==> config.mk <==
export PLATFORM = sky130hd
export DESIGN_NAME = mips_regfile_scoreboard
export DESIGN_NICKNAME = d
export VERILOG_FILES = /design/src/rtl/mips_rf_pkg.sv /design/src/rtl/mips_rf_pend_cnt.sv /design/src/rtl/mips_regfile_scoreboard.sv
export SDC_FILE = /design/constraint.sdc
export NUM_CORES = 2
export LEC_CHECK = 0
export BUFFER_PORTS_ARGS = -buffer_cell sky130_fd_sc_hd__buf_2
export CAP_MARGIN = 40
export CORE_ASPECT_RATIO = 1.1
export CORE_MARGIN = 3
export CORE_UTILIZATION = 45
export CTS_BUF_LIST = sky130_fd_sc_hd__clkbuf_16
export DETAILED_ROUTE_END_ITERATION = 8
export GPL_TIMING_DRIVEN = 0
export PLACE_DENSITY = 0.67
export SKIP_CTS_REPAIR_TIMING = 1
export SYNTH_ARGS = -nofsm -noshare
export SYNTH_HDL_FRONTEND = slang
export SYNTH_SLANG_ARGS = --single-unit
==> constraint.sdc <==
create_clock -name clk -period 4.2 [get_ports clk]
set_input_delay 0.84 -clock clk [delete_from_list [all_inputs] [get_ports clk]]
set_output_delay 0.84 -clock clk [all_outputs]
set_load 0.01 [all_outputs]
==> src/rtl/mips_rf_pkg.sv <==
// rtl/mips_rf_pkg.sv - shared widths, zero-register address and typedefs for the register file
package mips_rf_pkg;

  localparam int RF_DATA_W = 32;
  localparam int RF_ADDR_W = 5;
  localparam int ZERO_ADDR = 0;

  typedef logic [RF_ADDR_W-1:0] rf_addr_t;
  typedef logic [RF_DATA_W-1:0] rf_data_t;

endpackage

==> src/rtl/mips_rf_pend_cnt.sv <==
// rtl/mips_rf_pend_cnt.sv - saturating pending-writer counter for one register
module mips_rf_pend_cnt #(
  parameter int PEND_W = 2
) (
  input  logic              clk,
  input  logic              reset,
  input  logic              inc_i,
  input  logic              dec_i,
  output logic [PEND_W-1:0] cnt_o,
  output logic              err_o
);

  localparam logic [PEND_W-1:0] CNT_MAX = '1;

  logic [PEND_W-1:0] cnt_q, cnt_d;
  logic              err_q, err_d;

  // A simultaneous reserve and release cancel out and can never be an error.
  always_comb begin
    cnt_d = cnt_q;
    err_d = 1'b0;
    if (inc_i && !dec_i) begin
      if (cnt_q == CNT_MAX) err_d = 1'b1;
      else                  cnt_d = cnt_q + 1'b1;
    end else if (dec_i && !inc_i) begin
      if (cnt_q == '0) err_d = 1'b1;
      else             cnt_d = cnt_q - 1'b1;
    end
  end

  always_ff @(posedge clk) begin
    if (reset) begin
      cnt_q <= '0;
      err_q <= 1'b0;
    end else begin
      cnt_q <= cnt_d;
      err_q <= err_d;
    end
  end

  assign cnt_o = cnt_q;
  assign err_o = err_q;

endmodule

==> src/rtl/mips_regfile_scoreboard.sv <==
// rtl/mips_regfile_scoreboard.sv - register file with write bypass and per-register pending-write scoreboard
module mips_regfile_scoreboard
  import mips_rf_pkg::*;
#(
  parameter int DATA_W   = RF_DATA_W,
  parameter int ADDR_W   = RF_ADDR_W,
  parameter int NUM_READ = 2,
  parameter int ZERO_REG = 1,
  parameter int BYPASS   = 1,
  parameter int PEND_W   = 2
) (
  input  logic                       clk,
  input  logic                       reset,
  input  logic [NUM_READ*ADDR_W-1:0] rd_addr,
  input  logic [NUM_READ-1:0]        rd_used,
  output logic [NUM_READ*DATA_W-1:0] rd_data,
  output logic [NUM_READ-1:0]        rd_busy,
  output logic                       stall,
  input  logic                       wr_en,
  input  logic [ADDR_W-1:0]          wr_addr,
  input  logic [DATA_W-1:0]          wr_data,
  input  logic                       resv_en,
  input  logic [ADDR_W-1:0]          resv_addr,
  output logic                       resv_err
);

  localparam int                DEPTH = 1 << ADDR_W;
  localparam logic [ADDR_W-1:0] ZA    = ADDR_W'(ZERO_ADDR);

  logic [DATA_W-1:0] regs_q [DEPTH];
  logic [PEND_W-1:0] cnt_w  [DEPTH];
  logic [DEPTH-1:0]  err_w;
  logic [NUM_READ-1:0] busy_w;
  logic              wr_ok, resv_ok;

  assign wr_ok   = wr_en   && !((ZERO_REG != 0) && (wr_addr == ZA));
  assign resv_ok = resv_en && !((ZERO_REG != 0) && (resv_addr == ZA));

  always_ff @(posedge clk) begin
    if (reset) begin
      for (int r = 0; r < DEPTH; r++) regs_q[r] <= '0;
    end else if (wr_ok) begin
      regs_q[wr_addr] <= wr_data;
    end
  end

  for (genvar g = 0; g < DEPTH; g++) begin : g_pend
    logic inc_w, dec_w;
    assign inc_w = resv_ok && (resv_addr == ADDR_W'(g));
    assign dec_w = wr_ok   && (wr_addr   == ADDR_W'(g));

    mips_rf_pend_cnt #(
      .PEND_W(PEND_W)
    ) u_cnt (
      .clk   (clk),
      .reset (reset),
      .inc_i (inc_w),
      .dec_i (dec_w),
      .cnt_o (cnt_w[g]),
      .err_o (err_w[g])
    );
  end

  // Each counter registers its own error, so the OR is already a registered pulse.
  assign resv_err = |err_w;

  for (genvar i = 0; i < NUM_READ; i++) begin : g_rd
    logic [ADDR_W-1:0] addr_w;
    logic              zero_w, hit_w, drain_w;

    assign addr_w  = rd_addr[i*ADDR_W +: ADDR_W];
    assign zero_w  = (ZERO_REG != 0) && (addr_w == ZA);
    assign hit_w   = (BYPASS != 0) && wr_ok && (wr_addr == addr_w);
    // The last outstanding writer lands this cycle and nobody re-reserves it.
    assign drain_w = hit_w && (cnt_w[addr_w] == PEND_W'(1))
                     && !(resv_ok && (resv_addr == addr_w));

    assign rd_data[i*DATA_W +: DATA_W] = zero_w ? '0 :
                                         hit_w  ? wr_data : regs_q[addr_w];
    assign busy_w[i] = !zero_w && (cnt_w[addr_w] != '0) && !drain_w;
  end

  assign rd_busy = busy_w;
  assign stall   = |(rd_used & busy_w);

endmodule
======== Word-level counts from Yosys, hierarchy flattened ========
Memories as Yosys holds them, arrays and structs flattened.
Cells that the tools add are included.
storage, ports and cells
  RAM bits ................................ 1,024
  output and inout port bits .............. 68
  input bits .............................. 58
  latch bits .............................. 0
  flip-flop bits (word level) ............. 96
  memories ................................ 1
  bits in read-only memories .............. 0
memories
  memory  words  bits a word  rd ports  clocked after Yosys merged registers in  write ports  line                           text
  regs_q  32     32           2         0                                        32           mips_regfile_scoreboard.sv:30  logic [DATA_W-1:0] regs_q [DEPTH];
cells by class
  add/sub/neg operators ................... 64
  div/mod/pow operators ................... 0
  mux-type cells .......................... 274
  shifts and indexed selects .............. 0
  equality and inequality tests ........... 164
  $mul .................................... 0
  $lt $le $gt $ge ......................... 2
  bitwise logic cells ..................... 3
  reduce and logical (&&, ||, !) cells .... 319
operator list
  cell                   count
  $mux W2                132
  $eq A5 B5 Y1 const B   32
  $mux W32               5
  $logic_and A1 B1 Y1    142
  $mux W1                134
  $reduce_and A3 Y1      32
  $eq A5 B4 Y1 const B   16
  $logic_not A1 Y1       72
  $reduce_bool A2 Y1     34
  $add A2 B1 Y2 const B  32
  $eq A2 B2 Y1 const B   32
  $logic_not A2 Y1       32
  $ne A2 B1 Y1 const B   32
  $ne A2 B2 Y1 const B   32
  $reduce_or A32 Y1      2
  $sub A2 B1 Y2 const B  32
  $eq A5 B3 Y1 const B   8
  $bmux W2 S5            2
  $eq A5 B2 Y1 const B   4
  $eq A5 B5 Y1           4
  $logic_not A5 Y1       4
  $ge A6 B6 Y1 const B   2
  $not A5 Y6             2
  $eq A5 B1 Y1 const B   2
  4 further kinds        5

======== Depth between registers and ports, before layout ========
  word-level depth ........................ 11
  mapped depth ............................ 10
  mapped depth without buffers ............ 6

======== By module ========
Synthesis repeated with hierarchy kept, for this count alone.
unflattened totals
  cells, all modules ...................... 4,245
  area total of the unflattened synthesis .. 61,665.4 um2
by module, submodules not included
  module                   cells an instance  times used  area an instance (um2)
  mips_regfile_scoreboard  3,637              1           56,460.4
  mips_rf_pend_cnt         19                 32          162.7

======== Worst setup path after synthesis ========
No wires, ideal clock.
  path type ............................... input port to output port
  from .................................... input rd_addr[6]
  to ...................................... output stall
  arrival ................................. 2.692 ns
  required time ........................... 3.360 ns
  stages .................................. 9
  slack ................................... 0.668 ns
  cells stage by stage .................... buf_2 -> buf_2 -> clkbuf_1 -> mux2i_1 -> o22ai_1 -> o21ai_0 -> o21ai_0 -> a2111o_1 -> a22o_1
on the way
  longest elaborated chain between the ends .. 11
ends and longest elaborated chain
  what                                        line                                                          text
  from (decl)                                 mips_regfile_scoreboard.sv:14                                 input logic [NUM_READ*ADDR_W-1:0] rd_addr,
  $not A5 Y6 (implied by the code)            mips_regfile_scoreboard.sv:75, mips_regfile_scoreboard.sv:80
  $bmux W2 S5                                 mips_regfile_scoreboard.sv:75, mips_regfile_scoreboard.sv:80
  $mux W2 (implied by the code) (2 in a row)  mips_regfile_scoreboard.sv:75, mips_regfile_scoreboard.sv:80
  $eq A2 B1 Y1                                mips_regfile_scoreboard.sv:75                                 assign drain_w = hit_w && (cnt_w[addr_w] == PEND_W'(1))
  $logic_and A1 B1 Y1                         mips_regfile_scoreboard.sv:75
  $logic_and A1 B1 Y1                         mips_regfile_scoreboard.sv:76                                 && !(resv_ok && (resv_addr == addr_w));
  $logic_not A1 Y1                            mips_regfile_scoreboard.sv:80                                 assign busy_w[i] = !zero_w && (cnt_w[addr_w] != '0) && !drain_w;
  $logic_and A1 B1 Y1 *                       mips_regfile_scoreboard.sv:80
  named net rd_busy[1]                        mips_regfile_scoreboard.sv:17                                 output logic [NUM_READ-1:0] rd_busy,
  $and A2 B2 Y2 *                             mips_regfile_scoreboard.sv:84                                 assign stall = |(rd_used & busy_w);
  $reduce_or A2 Y1 *                          mips_regfile_scoreboard.sv:84
  to (decl)                                   mips_regfile_scoreboard.sv:18                                 output logic stall,
Mark *: on every way through the listed nets, which the timed path passes. The rest lies on a longest branch. The select of a mux whose other input is x is not followed.

======== Worst setup path after layout ========
  from .................................... input rd_addr[8]
  to ...................................... output rd_data[63]
on the way
  longest elaborated chain between the ends .. 4
ends and longest elaborated chain
  what                                                     line                           text
  branches (longest 3 deep; another with $mem_v2 Z32 W32)  -
  $mux W32 *                                               mips_regfile_scoreboard.sv:78  assign rd_data[i*DATA_W +: DATA_W] = zero_w ? '0 :
  to (decl)                                                mips_regfile_scoreboard.sv:16  output logic [NUM_READ*DATA_W-1:0] rd_data,
Mark *: on every way between the ends.

==> summary.md <==
| Metric | Value |
|---|---|
| Critical path depth | `10` |
| CTS tree | `yes` |
| Max frequency | `between 200 and 250 MHz` |
| I/O pins | `between 100 and 150` |
| Chip width | `approximately 360 µm` |
| Vias per inst | `roughly 6.4` |
| Critical Path Sink | `rd_data[63]` |
| Pin count of the biggest net entering global routing | `33` |
| Final Util | `between 50% and 60%` |
| Vias in the first global route | `between 40000 and 50000` |
| Worst path buffer plus inverter count | `7` |
| Worst hold slack | `~0.44 ns` |
| Gr ovfl total | `0` |
| Setup_tns | `-0.380 ns` |
| Final nets | `between 4000 and 5000` |
| CP Launch Point | `rd_addr[8]` |
| Initial antenna violation count | `17` |
| Placer Congestion | `1.01` |
| Placement Cell Area | `~65000 µm²` |
| Fin. max-slew vios | `0` |
| Clock Latency Late Sink | `between 0.7 and 0.8 ns` |
| Syn Std Cell Area | `~61000 µm²` |
| Tmin final | `~4.3 ns` |
| Clock slew at reported path FFs | `~0.060 ns` |
| Global Route Usage Sum | `between 30% and 40%` |
| Most used cell, CP | `buf_2` |
| I/O Buffers | `around 110` |
| Worst ir drop on vdd | `about 0.31 mV` |
| Failing checks | `setup timing` |
| DR vias | `42200` |
| Routed WL | `about 210000 µm` |
| P_leak | `between 20 and 25 nW` |
| Dominant register cell in the synthesized netlist | `edfxtp_1` |
| Fin area | `69600 µm²` |
| Slowest stage delay, CP | `0.43 ns` |
| Hold Path Class | `flip-flop to flip-flop` |
| Worst slew pin tran | `0.942 ns` |
| CP top delay family | `buffers and inverters` |
| Post-DRT Antenna Nets | `0` |
| CTS Buffer Depth | `3` |
| Synth Warn # | `0` |
| Cell count of the worst reg-to-reg path | `3` |
| Worst path slowest cell | `o21ai_1` |
| Syn avg cell area | `around 14 µm²` |
| Slew HR | `37.1%` |
| PnR worst setup slack | `-0.0760 ns` |
| TritonRoute pass-1 iters | `8` |
| Row cnt | `~140` |
| CP Capture Type | `primary output` |
| Die Footprint | `approximately 140000 µm²` |
| Final setup viols | `14` |
| Final hold violations | `0` |
| Initial Util | `a little under half` |
| TritonCTS buffer count | `roughly 110` |
| Flops & latches, synth | `about 1100` |
| Area Growth Syn to Fin | `13.9%` |
| Post-synth ARST share | `0%` |
| Post-synthesis sequential area ratio | `a little over half` |
| Residual DRC | `0` |
| Crit-path cells | `buf_2 > buf_2 > clkbuf_2 > buf_6 > clkbuf_2 > buf_8 > mux4_2 > a22oi_1 > o21ai_1 > buf_2` |
| Worst reg2reg startpoint | `g_pend[4].u_cnt.cnt_o[0]` |
| Layout cell share with drive strength beyond 1 | `around 26%` |
| Clock skew | `approximately 0.020 ns` |
| Mapped Cells | `~4400` |
| Place WS | `-0.913 ns` |
| Post-synth EDFFs | `between 1000 and 1500` |
| WL/cell | `32.5 µm` |
| Final worst-path cycle share | `102%` |
| Unique masters post-synth | `slightly below 60` |
| Setup crit start kind | `input port` |
| WP data required | `3.36 ns` |
| WS Path Type | `input port to primary output` |
| CTS Root Buffer Type | `clkbuf_16` |
| CP arrival | `between 3 and 4 ns` |
| Dpl hpwl | `about 170000 µm` |
| Core box area | `135000 µm²` |
| Drt initial violations | `approximately 6500` |
| H-tree Lvls | `3` |
| First-pass GRT wire length | `between 200000 and 300000 µm` |
| Worst R2R Setup Slack | `2.92 ns` |
| Power per cell area | `390 nW/µm²` |
| Status | `finished, violations left` |
| Die height | `393 µm` |
| Clock Sinks | `roughly 1100` |
| Worst r2r dst | `g_pend[4].u_cnt.err_o` |
| Crit Path Max Fanout | `10` |
| Number of max-cap violations | `0` |
## sequential cells by signal, summed over array words and instances (netlist names)
| signal | cells |
|---|---|
| g_pend.u_cnt.cnt_o | 64 |
| g_pend.u_cnt.err_o | 32 |
| regs_q | 1024 |
## final cells by class
type | count | area (µm²)
Sequential cell | 1120 | 32700
Inverter | 3 | 11.3
Buffer | 461 | 2380
Clock buffer | 114 | 2850
Clock inverter | 97 | 832
Antenna cell | 11 | 27.5
Fill cell | 11200 | 65000
Tap cell | 1787 | 2240
Timing Repair Buffer | 193 | 1780
Multi-Input combinational cell | 2802 | 26800
## worst register-to-register path: stages (launching register included)
cell and delay, ns:
dfxtp_1 0.30, clkdlybuf4s25_2 0.33, or3_1 0.36, a21oi_1 0.20
## layer usage
metal / GRT usage, % / wire (µm) / up-vias
met5: 0 / 113 / -
met3: 7.93 / 27600 / 546
li1: - / - / 17300
met1: 38.4 / 74200 / 21400
met2: 48.7 / 101000 / 2977
met4: 14.5 / 11800 / 4
## worst min-delay path by stage
| stage | startpoint | slack, ns | depth (start not counted) | to |
|---|---|---|---|---|
| floorplan | g_pend[0].u_cnt.cnt_o[1] | 0.41 | 2 | g_pend[0].u_cnt.cnt_o[1] |
| global placement | g_pend[0].u_cnt.cnt_o[1] | 0.43 | 2 | g_pend[0].u_cnt.cnt_o[1] |
| detailed placement | g_pend[0].u_cnt.cnt_o[1] | 0.44 | 2 | g_pend[0].u_cnt.cnt_o[1] |
| CTS | g_pend[0].u_cnt.cnt_o[1] | 0.45 | 2 | g_pend[0].u_cnt.cnt_o[1] |
| global route | g_pend[0].u_cnt.cnt_o[1] | 0.49 | 2 | g_pend[0].u_cnt.cnt_o[1] |
| finish | g_pend[0].u_cnt.cnt_o[1] | 0.44 | 2 | g_pend[0].u_cnt.cnt_o[1] |
## power breakdown
part,leakage [nW],internal (mW),switching [mW]
logic,11.2,1.57,2.23
clock network,1.85,5.78,4.57
registers,10.5,12.7,0.281
total,23.6,20.1,7.08
## synth_stat cells (43+ instances only)
cell type | instances | share of area (%)
a21oi_1 | 113 | 0.93
nor3_1 | 44 | 0.36
mux2i_1 | 103 | 1.7
buf_2 | 80 | 0.66
nor2b_1 | 43 | 0.44
nand3_1 | 78 | 0.64
mux4_2 | 582 | 21
nor2_1 | 103 | 0.63
dfxtp_1 | 96 | 3.1
clkbuf_1 | 311 | 1.9
edfxtp_1 | 1024 | 50
o22ai_1 | 58 | 0.59
nand2_1 | 210 | 1.3
and2_1 | 994 | 10
o21ai_0 | 78 | 0.64
## through the flow
| stage | power [mW] | cells |
|---|---|---|
| 6_report | 27.2 | 6588 |
| 3_3_place_gp | 16.6 | 6285 |
| 2_1_floorplan | 15.3 | 4386 |
| 5_1_grt | 27.7 | 6579 |
| 4_1_cts | 27.0 | 6575 |
| 3_5_place_dp | 16.8 | 6364 |
## cells by family after synthesis
| kind of cell | share of synthesized area [%] |
|---|---|
| and+or+nand+nor | 15.2 |
| DFF | 53.5 |
| muxes | 23.2 |
| buffers and inverters | 3.32 |
| AOI/OAI and AO/OA | 4.46 |
| xor gates and xnor gates | 0.430 |
| other | 0.00614 |
## layout by cell type (no fill, tap or decap), types with 42 or more instances in the layout
| cell type | n |
|---|---|
| nor2_1 | 103 |
| buf_6 | 59 |
| and2_1 | 994 |
| a21oi_1 | 111 |
| mux2i_1 | 103 |
| edfxtp_1 | 1024 |
| nand3_1 | 78 |
| nor2b_1 | 42 |
| o21ai_0 | 76 |
| clkbuf_16 | 114 |
| nor3_1 | 44 |
| clkbuf_2 | 64 |
| nand2_1 | 209 |
| mux4_2 | 582 |
| buf_2 | 158 |
| dfxtp_1 | 96 |
| clkbuf_1 | 266 |
| o22ai_1 | 57 |
Power figures use the tool's default switching activity.
